File: config.mk
export PLATFORM = sky130hd
export DESIGN_NAME = fir_output_stage
export DESIGN_NICKNAME = d
export VERILOG_FILES = /design/src/rtl/fir_output_stage.sv
export SDC_FILE = /design/constraint.sdc
export NUM_CORES = 1
export LEC_CHECK = 0
export BUFFER_PORTS_ARGS = -buffer_cell sky130_fd_sc_hd__buf_2
export CAP_MARGIN = 5
export CELL_PAD_IN_SITES_DETAIL_PLACEMENT = 1
export CELL_PAD_IN_SITES_GLOBAL_PLACEMENT = 1
export CORE_MARGIN = 2
export CORE_UTILIZATION = 42
export DETAILED_ROUTE_END_ITERATION = 8
export GPL_TIMING_DRIVEN = 0
export PLACE_DENSITY = 0.75
export REMOVE_ABC_BUFFERS = 1
export SYNTH_ARGS = -nofsm -noshare
export SYNTH_HDL_FRONTEND = slang
export SYNTH_SLANG_ARGS = --single-unit
File: constraint.sdc
create_clock -name clk -period 5.2 [get_ports clk]
set_input_delay 1.3 -clock clk [delete_from_list [all_inputs] [get_ports clk]]
set_output_delay 1.3 -clock clk [all_outputs]
set_load 0.01 [all_outputs]
File: src/rtl/fir_output_stage.sv
// FIR result requantizer: decimate, round, saturate, then buffer through a small
// output FIFO with a registered head and a sticky overflow flag.
module fir_output_stage #(
  parameter int IN_WIDTH  = 36,
  parameter int OUT_WIDTH = 16,
  parameter int SHIFT     = 20,
  parameter int DEPTH     = 4
) (
  input  logic                      clk,
  input  logic                      resetn,
  input  logic                      in_valid,
  input  logic [IN_WIDTH-1:0]       in_data,
  input  logic [7:0]                decim,
  input  logic                      clear,
  output logic                      out_valid,
  input  logic                      out_ready,
  output logic [OUT_WIDTH-1:0]      out_data,
  output logic                      overflow,
  output logic [$clog2(DEPTH):0]    level
);

  localparam int AW = $clog2(DEPTH);
  localparam int LW = AW + 1;
  localparam logic [IN_WIDTH:0] ONE  = {{IN_WIDTH{1'b0}}, 1'b1};
  localparam logic [IN_WIDTH:0] RND  = (ONE << SHIFT) >> 1;
  localparam logic [IN_WIDTH:0] SAT  = (ONE << OUT_WIDTH) - ONE;
  localparam logic [LW-1:0]     FULL = LW'(DEPTH);

  logic [7:0]           phase_q, phase_d;
  logic                 stg_valid_q, stg_valid_d;
  logic [OUT_WIDTH-1:0] stg_data_q, stg_data_d;
  logic [AW-1:0]        wr_ptr_q, wr_ptr_d, rd_ptr_q, rd_ptr_d;
  logic [LW-1:0]        count_q, count_d;
  logic [OUT_WIDTH-1:0] head_q, head_d;
  logic                 ovf_q, ovf_d;
  logic [OUT_WIDTH-1:0] mem_q [DEPTH];

  logic [7:0]           dec_m;
  logic [IN_WIDTH:0]    rnd_sum, rnd_shr;
  logic [OUT_WIDTH-1:0] sat_val;
  logic                 pop, wr_ok, mem_we;

  // Extra top bit keeps the rounding carry of an all-ones input.
  assign dec_m   = (decim == 8'd0) ? 8'd1 : decim;
  assign rnd_sum = {1'b0, in_data} + RND;
  assign rnd_shr = rnd_sum >> SHIFT;
  assign sat_val = (rnd_shr > SAT) ? SAT[OUT_WIDTH-1:0] : rnd_shr[OUT_WIDTH-1:0];

  assign pop   = (count_q != '0) && out_ready;
  assign wr_ok = stg_valid_q && ((count_q != FULL) || pop);

  always_comb begin
    phase_d     = phase_q;
    stg_valid_d = 1'b0;
    stg_data_d  = stg_data_q;
    wr_ptr_d    = wr_ptr_q;
    rd_ptr_d    = rd_ptr_q;
    count_d     = count_q;
    head_d      = head_q;
    ovf_d       = ovf_q;
    mem_we      = 1'b0;
    if (clear) begin
      phase_d  = 8'd0;
      wr_ptr_d = '0;
      rd_ptr_d = '0;
      count_d  = '0;
      ovf_d    = 1'b0;
    end else begin
      if (in_valid) begin
        if (phase_q == 8'd0) begin
          stg_valid_d = 1'b1;
          stg_data_d  = sat_val;
        end
        // >= lets a shrunken ratio wrap on the very next sample.
        phase_d = (phase_q >= dec_m - 8'd1) ? 8'd0 : phase_q + 8'd1;
      end
      if (stg_valid_q && !wr_ok) ovf_d = 1'b1;
      if (wr_ok) begin
        mem_we   = 1'b1;
        wr_ptr_d = wr_ptr_q + 1'b1;
      end
      if (pop) rd_ptr_d = rd_ptr_q + 1'b1;
      if (wr_ok && !pop)      count_d = count_q + 1'b1;
      else if (!wr_ok && pop) count_d = count_q - 1'b1;
      // Head register tracks the oldest entry; holds its value once empty.
      if (pop && (count_q > LW'(1)))
        head_d = mem_q[rd_ptr_q + 1'b1];
      else if (wr_ok && ((count_q == '0) || pop))
        head_d = stg_data_q;
    end
  end

  always_ff @(posedge clk or negedge resetn) begin
    if (!resetn) begin
      phase_q     <= 8'd0;
      stg_valid_q <= 1'b0;
      stg_data_q  <= '0;
      wr_ptr_q    <= '0;
      rd_ptr_q    <= '0;
      count_q     <= '0;
      head_q      <= '0;
      ovf_q       <= 1'b0;
    end else begin
      phase_q     <= phase_d;
      stg_valid_q <= stg_valid_d;
      stg_data_q  <= stg_data_d;
      wr_ptr_q    <= wr_ptr_d;
      rd_ptr_q    <= rd_ptr_d;
      count_q     <= count_d;
      head_q      <= head_d;
      ovf_q       <= ovf_d;
    end
  end

  always_ff @(posedge clk) begin
    if (mem_we) mem_q[wr_ptr_q] <= stg_data_q;
  end

  assign out_valid = (count_q != '0);
  assign out_data  = head_q;
  assign overflow  = ovf_q;
  assign level     = count_q;

endmodule

==> reports/metrics.yaml, run 1 <==
timing:
  setup_viol: 0
  skew_ns: 0.0155
  grt_setup_unrepaired: "no"
  finalSetupTns_ns: 0
  final_max_slew_viol_count: 0
  period_needed_ns: 4.11
  tightest_slew_ns: 1.13
  maxSlewHeadroom_pct: 24.8
  max_freq_ghz: 0.243
  period_share_pct: 79.1
  hold_viol: 0
  hold_slack_ns: 0.498
power_and_ir_drop:
  switching_share_pct: 27.5
  powerDensity_nw_per_um2: 500
  internal_power_mw: 2.31
  comb_power_share_pct: 19.3
  p_switching_mw: 0.876
  ir_drop_mv: 0.260
  seqPwrFrac_pct: 42.2
  p_leak_nw: 2.47
  clockPowerShare_pct: 38.5
grt:
  grt_max_degree: 50
  grt_overflow: 0
  grt_pass1_wl_um: 18400
  grt_pass1_vias: 3572
  antenna_found_initial: 0
  grt_usage_pct: 18.1
die:
  die_area_um2: 13700
  core_area_um2: 12600
  start_util_pct: 42.8
  rows: 41
  die_w_um: 117
  dieHeight_um: 117
  ios: 70
synthesis:
  synthTopCellsByCount: "edfxtp_1, dfrtp_1, nor2_1"
  ys_seq_area_share_pct: 58.5
  synth-main-ff-cell: "edfxtp_1"
  synthDistinctLibCells: 45
  yosysMostFrequentCell: "edfxtp_1"
  synth_edf_count: 64
  ys_ff_latch: 113
  yosysWarnings: 0
  syn_avg_cell_area_um2: 13.4
  async_flop_share_pct: 43.4
  ys_top_cells_by_area: "edfxtp_1, dfrtp_1, mux2_2"
  synth_top_area_share_pct: 35.7
  syn_area_um2: 5380
  syn_inst: 402
  yosysTopAreaCell: "edfxtp_1"
layout:
  drive_above_1_share_pct: 27.1
  syn_to_final_growth_pct: 18.4
  fin_nets: 525
  antenna_cells: 0
  design_area_um2: 6370
clock_network:
  path_clk_slew_ns: 0.05
  clock_sinks: 113
  cts_tree: "done"
  numCtsBuffers: 17
  postCtsSetupBuffers: 0
  htree_levels: 4
  cts_resized: 0
  hold_buffers: 0
  clockBufferDepth: 2
  clk_latency_ns: 0.41
  clock-root-buffer: "clkbuf_16"
setup_path:
  end_kind: "register"
  cp_max_fo: 9
  cp.depth: 15
  startpoint_type: "input port"
  critical_path_class: "input port to register"
  path_cells: "buf_2 -> nor4_1 -> nand2_1 -> nor2_1 -> nor2_1 -> ha_1 -> nand2_1 -> xor2_1 -> ha_1 -> a211oi_1 -> nor3_1 -> a211oi_1 -> buf_4 -> a41oi_1 -> a31oi_1"
  worstPathArrival_ns: 4.44
  critPathBufInv: 2
  cp_slowest_cell: "a211oi_1"
  ff2ff_path_depth: 6
  path_delay_family: "compound AO/OA/AOI/OAI gates"
  cp.required_ns: 5.52
  max_stage_delay_ns: 0.60
flow_run:
  cap_violations: 0
placed_design:
  place_hpwl_um: 7570
  postPlaceCellArea_um2: 5750
  port_buffers: 50
  place.gp.congestion: 0.803
detailed_routing:
  drt_iter0_markers: 137
  route.detailed.drc: 0
  detail_route.wl_per_cell_um: 17.8
  drtPass1Iterations: 5
  vias: 3377
  ant_nets: 0
  vias_per_cell: 5.27
  drt-total-wl_um: 11400
min_path:
  min_path_cells: 1
  min_path_type: "register to register"
status:
  status: "completed"
path summary, 6_finish.rpt:
check | startpoint | to | slack [ns]
setup / recovery | decim[2] | phase_q[6] | 1.09
hold / removal | out_data[13] | out_data[13] | 0.50
setup reg to reg | level[0] | out_data[15] | 2.46
hold reg to reg | out_data[13] | out_data[13] | 0.50
max in group asynchronous | resetn | out_data[13] | 3.38
min in group asynchronous | resetn | phase_q[1] | 1.11
logic make-up (layout without fill, tap and decap cells):
family / Yosys count / count (layout) / synth area share [%]
and+or+nand+nor: 119 / 119 / 10.9
xor gates and xnor gates: 20 / 20 / 3.25
muxes: 51 / 51 / 14.2
DFF: 113 / 113 / 58.5
AOI/OAI and AO/OA: 51 / 51 / 5.67
buffers and inverters: 28 / 95 / 2.81
adders and majority gates: 20 / 20 / 4.65
registers in the layout (all words and copies together) (netlist names):
name and flops:
level 3, overflow 1, stg_data_q 16, wr_ptr_q 2
stg_valid_q 1, phase_q 8, mem_q 64, rd_ptr_q 2
out_data 16
worst register-to-register path: cells and delay by family (launching register included):
kind,cells,cell delay (ns)
fa+ha+maj,1,0.30
compound gates,3,1.39
buf+inv,1,0.11
mux,1,0.39
flops,1,0.44
power by group through the flow:
stage / sequential (mW) / clock [mW] / combinational (mW)
floorplan: 1.32 / 0 / 0.390
finish: 1.34 / 1.23 / 0.615
global route: 1.38 / 1.28 / 0.685
global placement: 1.34 / 0 / 0.596
CTS: 1.35 / 1.25 / 0.630
detailed placement: 1.36 / 0 / 0.619
through the flow:
step | utilization (%) | worst slack, ns | power [mW] | cells
final | 50.7 | 1.09 | 3.19 | 641
after global routing | 50.7 | 0.704 | 3.35 | 641
after CTS | 50.7 | 1.03 | 3.22 | 641
after detailed placement | 45.7 | 0.640 | 1.98 | 609
after global placement | 45.7 | 0.417 | 1.94 | 608
after floorplan | - | 0.993 | 1.72 | 386
layout make-up:
type | instances | area (um2)
fillers | 1298 | 6190
clock buffers | 19 | 433
clock inverters | 13 | 191
inverters | 12 | 45.0
repair buffers | 51 | 258
well taps | 172 | 215
multi-input cells | 261 | 2080
flip-flops and latches | 113 | 3150
layer usage:
layer | global-route usage, % | wire [um] | vias to the layer above
li1 | - | - | 1599
met1 | 22.9 | 5110 | 1691
met2 | 30.4 | 5730 | 70
met3 | 3.86 | 361 | 17
met4 | 7.29 | 196 | 0
met5 | 0 | 0 | -
cell usage in the layout, fill, tap and decap left out, drive strengths merged, types with 2 or more instances in the layout:
cell type   n
edfxtp     64
buf        51
dfrtp      49
nor2       37
mux2       33
nand2      26
a21oi      21
ha         20
clkbuf     19
mux4       16
nand3      14
inv        12
o21ai      11
xnor2      11
xor2        9
a31oi       9
clkinv      7
and2        5
nor3        5
and3        5
bufinv      5
nor4        5
nand2b      4
nor2b       4
nand4       4
a211oi      4
nor4b       2
mux2i       2
or2         2
nand3b      2
and4        2
a41oi       2
Power figures use the tool's default switching activity.
==> run 2: changes to the inputs <==
Settings changed: ABC_AREA set to 1, CORE_UTILIZATION 42 to 40, PLACE_DENSITY 0.75 to 0.79.
Clock period 5.2 ns to 3.7 ns, I/O delays scaled along.
==> run 2 against run 1 <==
- total power grew 35%
- synthesized area grew 3.4%
- non-clock buffer count grew 1
- clock skew shrank 0.0066 ns
- critical path type unchanged
- largest cell class unchanged
==> reports/metrics.yaml, run 2 <==
status:
  status: "completed"  # unchanged
synthesis:
  synth-main-ff-cell: "edfxtp_1"  # unchanged
  ys_top_cells_by_area: "edfxtp_1, dfrtp_1, nand2_1"  # was edfxtp_1, dfrtp_1, mux2_2
  yosysWarnings: 0  # unchanged
  synth_edf_count: 64  # unchanged
  synth_top_area_share_pct: 34.5  # was 35.7%
  syn_area_um2: 5570  # was 5380 um2
  yosysMostFrequentCell: "nand2_1"  # was edfxtp_1
  syn_inst: 628  # was 402
  async_flop_share_pct: 43.4  # unchanged
  ys_ff_latch: 113  # unchanged
  ys_seq_area_share_pct: 56.5  # was 58.5%
  synthTopCellsByCount: "nand2_1, edfxtp_1, nor2_1"  # was edfxtp_1, dfrtp_1, nor2_1
  syn_avg_cell_area_um2: 8.87  # was 13.4 um2
  yosysTopAreaCell: "edfxtp_1"  # unchanged
  synthDistinctLibCells: 26  # was 45
setup_path:
  r2r_slack_ns: 1.18  # was 2.46 ns
  startpoint_type: "input port"  # unchanged
  critPathBufInv: 3  # was 2
  cp_slowest_cell: "a21oi_1"  # was a211oi_1
  r2r-start: "level[0]"  # unchanged
  cp.required_ns: 3.97  # was 5.52 ns
  worstPathArrival_ns: 3.13  # was 4.44 ns
  ff2ff_path_depth: 7  # was 6
  cp-endpoint: "phase_q[6]"  # unchanged
  path_cells: "buf_2 -> inv_1 -> nand2_1 -> nor2_1 -> a21oi_1 -> ha_1 -> nand3_1 -> xor2_1 -> inv_1 -> ha_1 -> nand2_1 -> nor2_1 -> nand4_1 -> nand3_1 -> o21ai_0"  # was buf_2 -> nor4_1 -> nand2_1 -> nor2_1 -> nor2_1 -> ha_1 -> nand2_1 -> xor2_1 -> ha_1 -> a211oi_1 -> nor3_1 -> a211oi_1 -> buf_4 -> a41oi_1 -> a31oi_1
  r2r-end: "mem_q[2][14]"  # was out_data[15]
  cp.depth: 15  # unchanged
  cp_max_fo: 8  # was 9
  critical_path_class: "input port to register"  # unchanged
  path_delay_family: "simple AND/OR/NAND/NOR gates"  # was compound AO/OA/AOI/OAI gates
  end_kind: "register"  # unchanged
  crit_start: "decim[3]"  # was decim[2]
  max_stage_delay_ns: 0.35  # was 0.60 ns
grt:
  grt_pass1_vias: 4834  # was 3572
  grt_pass1_wl_um: 23800  # was 18400 um
  grt_overflow: 0  # unchanged
  grt_usage_pct: 20.8  # was 18.1%
  grt_max_degree: 50  # unchanged
  antenna_found_initial: 0  # unchanged
timing:
  skew_ns: 0.00889  # was 0.0155 ns
  hold_viol: 0  # unchanged
  max_freq_ghz: 0.349
  period_needed_ns: 2.86
  final_max_slew_viol_count: 0  # unchanged
  setup_viol: 0  # unchanged
  grt_setup_unrepaired: "no"  # unchanged
  finalSetupTns_ns: 0  # unchanged
  layout_setup_ws_ns: 0.838  # was 1.09 ns
  maxSlewHeadroom_pct: 23.8  # was 24.8%
  period_share_pct: 77.4
  tightest_slew_ns: 1.14  # was 1.13 ns
die:
  core_area_um2: 13700  # was 12600 um2
  rows: 43  # was 41
  die_area_um2: 14900  # was 13700 um2
  start_util_pct: 40.6  # was 42.8%
  dieHeight_um: 122  # was 117 um
  ios: 70  # unchanged
  die_w_um: 122  # was 117 um
min_path:
  min_path_type: "register to register"  # unchanged
placed_design:
  port_buffers: 50  # unchanged
  place_hpwl_um: 9490  # was 7570 um
  place_ws_ns: 0.379  # was 0.640 ns
  place.gp.congestion: 0.818  # was 0.803
layout:
  final_common_cell: "nand2_1"  # was edfxtp_1
  syn_to_final_growth_pct: 18.7  # was 18.4%
  mostFrequentLayoutCells: "nand2_1, edfxtp_1, buf_2, dfrtp_1"  # was edfxtp_1, buf_2, dfrtp_1, nor2_1, mux2_2
  fin_nets: 754  # was 525
  largest_reg_flops: 64  # unchanged
  antenna_cells: 0  # unchanged
  regMostFlops: "mem_q"  # unchanged
  drive_above_1_share_pct: 13.6  # was 27.1%
power_and_ir_drop:
  ir_drop_mv: 0.356  # was 0.260 mV
  powerDensity_nw_per_um2: 652  # was 500 nW/um2
  p_leak_nw: 3.02  # was 2.47 nW
detailed_routing:
  drt_iter0_markers: 177  # was 137
  vias_per_cell: 5.09  # was 5.27
  drt-total-wl_um: 14400  # was 11400 um
  vias: 4465  # was 3377
  drtPass1Iterations: 4  # was 5
  route.detailed.drc: 0  # unchanged
  detail_route.wl_per_cell_um: 16.4  # was 17.8 um
  ant_nets: 0  # unchanged
clock_network:
  postCtsSetupBuffers: 0  # unchanged
  clk_latency_ns: 0.41  # about the same
  numCtsBuffers: 17  # unchanged
  path_clk_slew_ns: 0.05  # about the same
  hold_buffers: 0  # unchanged
  cts_tree: "done"  # unchanged
  clockBufferDepth: 2  # unchanged
  htree_levels: 4  # unchanged
  clock_sinks: 113  # unchanged
  cts_resized: 0  # unchanged
  clock-root-buffer: "clkbuf_16"  # unchanged
flow_run:
  cap_violations: 0  # unchanged
-- run 2: changes by cell type in the layout (fill, tap and decap cells not counted), sizes merged, moves of 6 or more --
cell | before | now
a21oi | 21 | 40
a31oi | 9 | 0
inv | 12 | 50
mux2 | 33 | 0
mux4 | 16 | 0
nand2 | 26 | 247
nand3 | 14 | 20
nor2 | 37 | 52
o21ai | 11 | 36
-- run 2: metal layers --
layer | vias to the layer above | track usage, % | routed length [um]
li1 | 2156 | - | -
met1 | 2188 | 24.4 | 6140
met2 | 91 | 36.4 | 7480
met3 | 30 | 3.79 | 474
met4 | 0 | 10.8 | 300
met5 | - | 0 | 0
-- run 2: how the worst min path moves through the flow --
| stage | start | endpoint | slack (ns) | cells past startpoint |
|---|---|---|---|---|
| after floorplan | stg_data_q[0] | mem_q[0][0] | 0.50 | 0 |
| after global placement | out_data[11] | out_data[11] | 0.46 | 2 |
| after detailed placement | out_data[11] | out_data[11] | 0.46 | 2 |
| after CTS | out_data[8] | out_data[8] | 0.48 | 2 |
| after global routing | out_data[5] | out_data[5] | 0.51 | 2 |
| final | out_data[8] | out_data[8] | 0.48 | 2 |
-- run 2: cell type report --
cell class	count	area, um2
Fill cell	1626	7110
Multi-Input combinational cell	448	2160
Inverter	53	201
Clock buffer	23	468
Sequential cell	113	3150
Clock inverter	9	131
Timing Repair Buffer	52	280
Tap cell	180	225
-- run 2: through the flow --
step	hold slack [ns]	cell area (um2)	std cells	total power [mW]	util [%]
2_1_floorplan	0.497	5490	614	2.26	-
4_1_cts	0.479	6610	878	4.35	48.2
3_3_place_gp	0.458	5970	844	2.59	43.5
6_report	0.476	6610	878	4.31	48.2
5_1_grt	0.505	6610	878	4.54	48.2
3_5_place_dp	0.463	6010	846	2.66	43.8
-- run 2: cells by family after synthesis --
kind of cell | share of synthesized area, %
xor gates and xnor gates | 2.36
buffers and inverters | 4.97
AOI/OAI and AO/OA | 8.11
DFF | 56.5
and+or+nand+nor | 23.5
adders and majority gates | 4.49
-- run 2: power by group --
| part | total, mW | switching, mW | internal [mW] |
|---|---|---|---|
| sequential | 1.69 | 0.152 | 1.53 |
| clock | 1.66 | 0.569 | 1.09 |
| combinational | 0.962 | 0.633 | 0.328 |
| total | 4.31 | 1.35 | 2.96 |
-- run 2: tightest hold or removal path, stage by stage, from the launching register on --
cell,delay [ns]
dfrtp_1,0.34
nand2_1,0.05
nand2_1,0.05
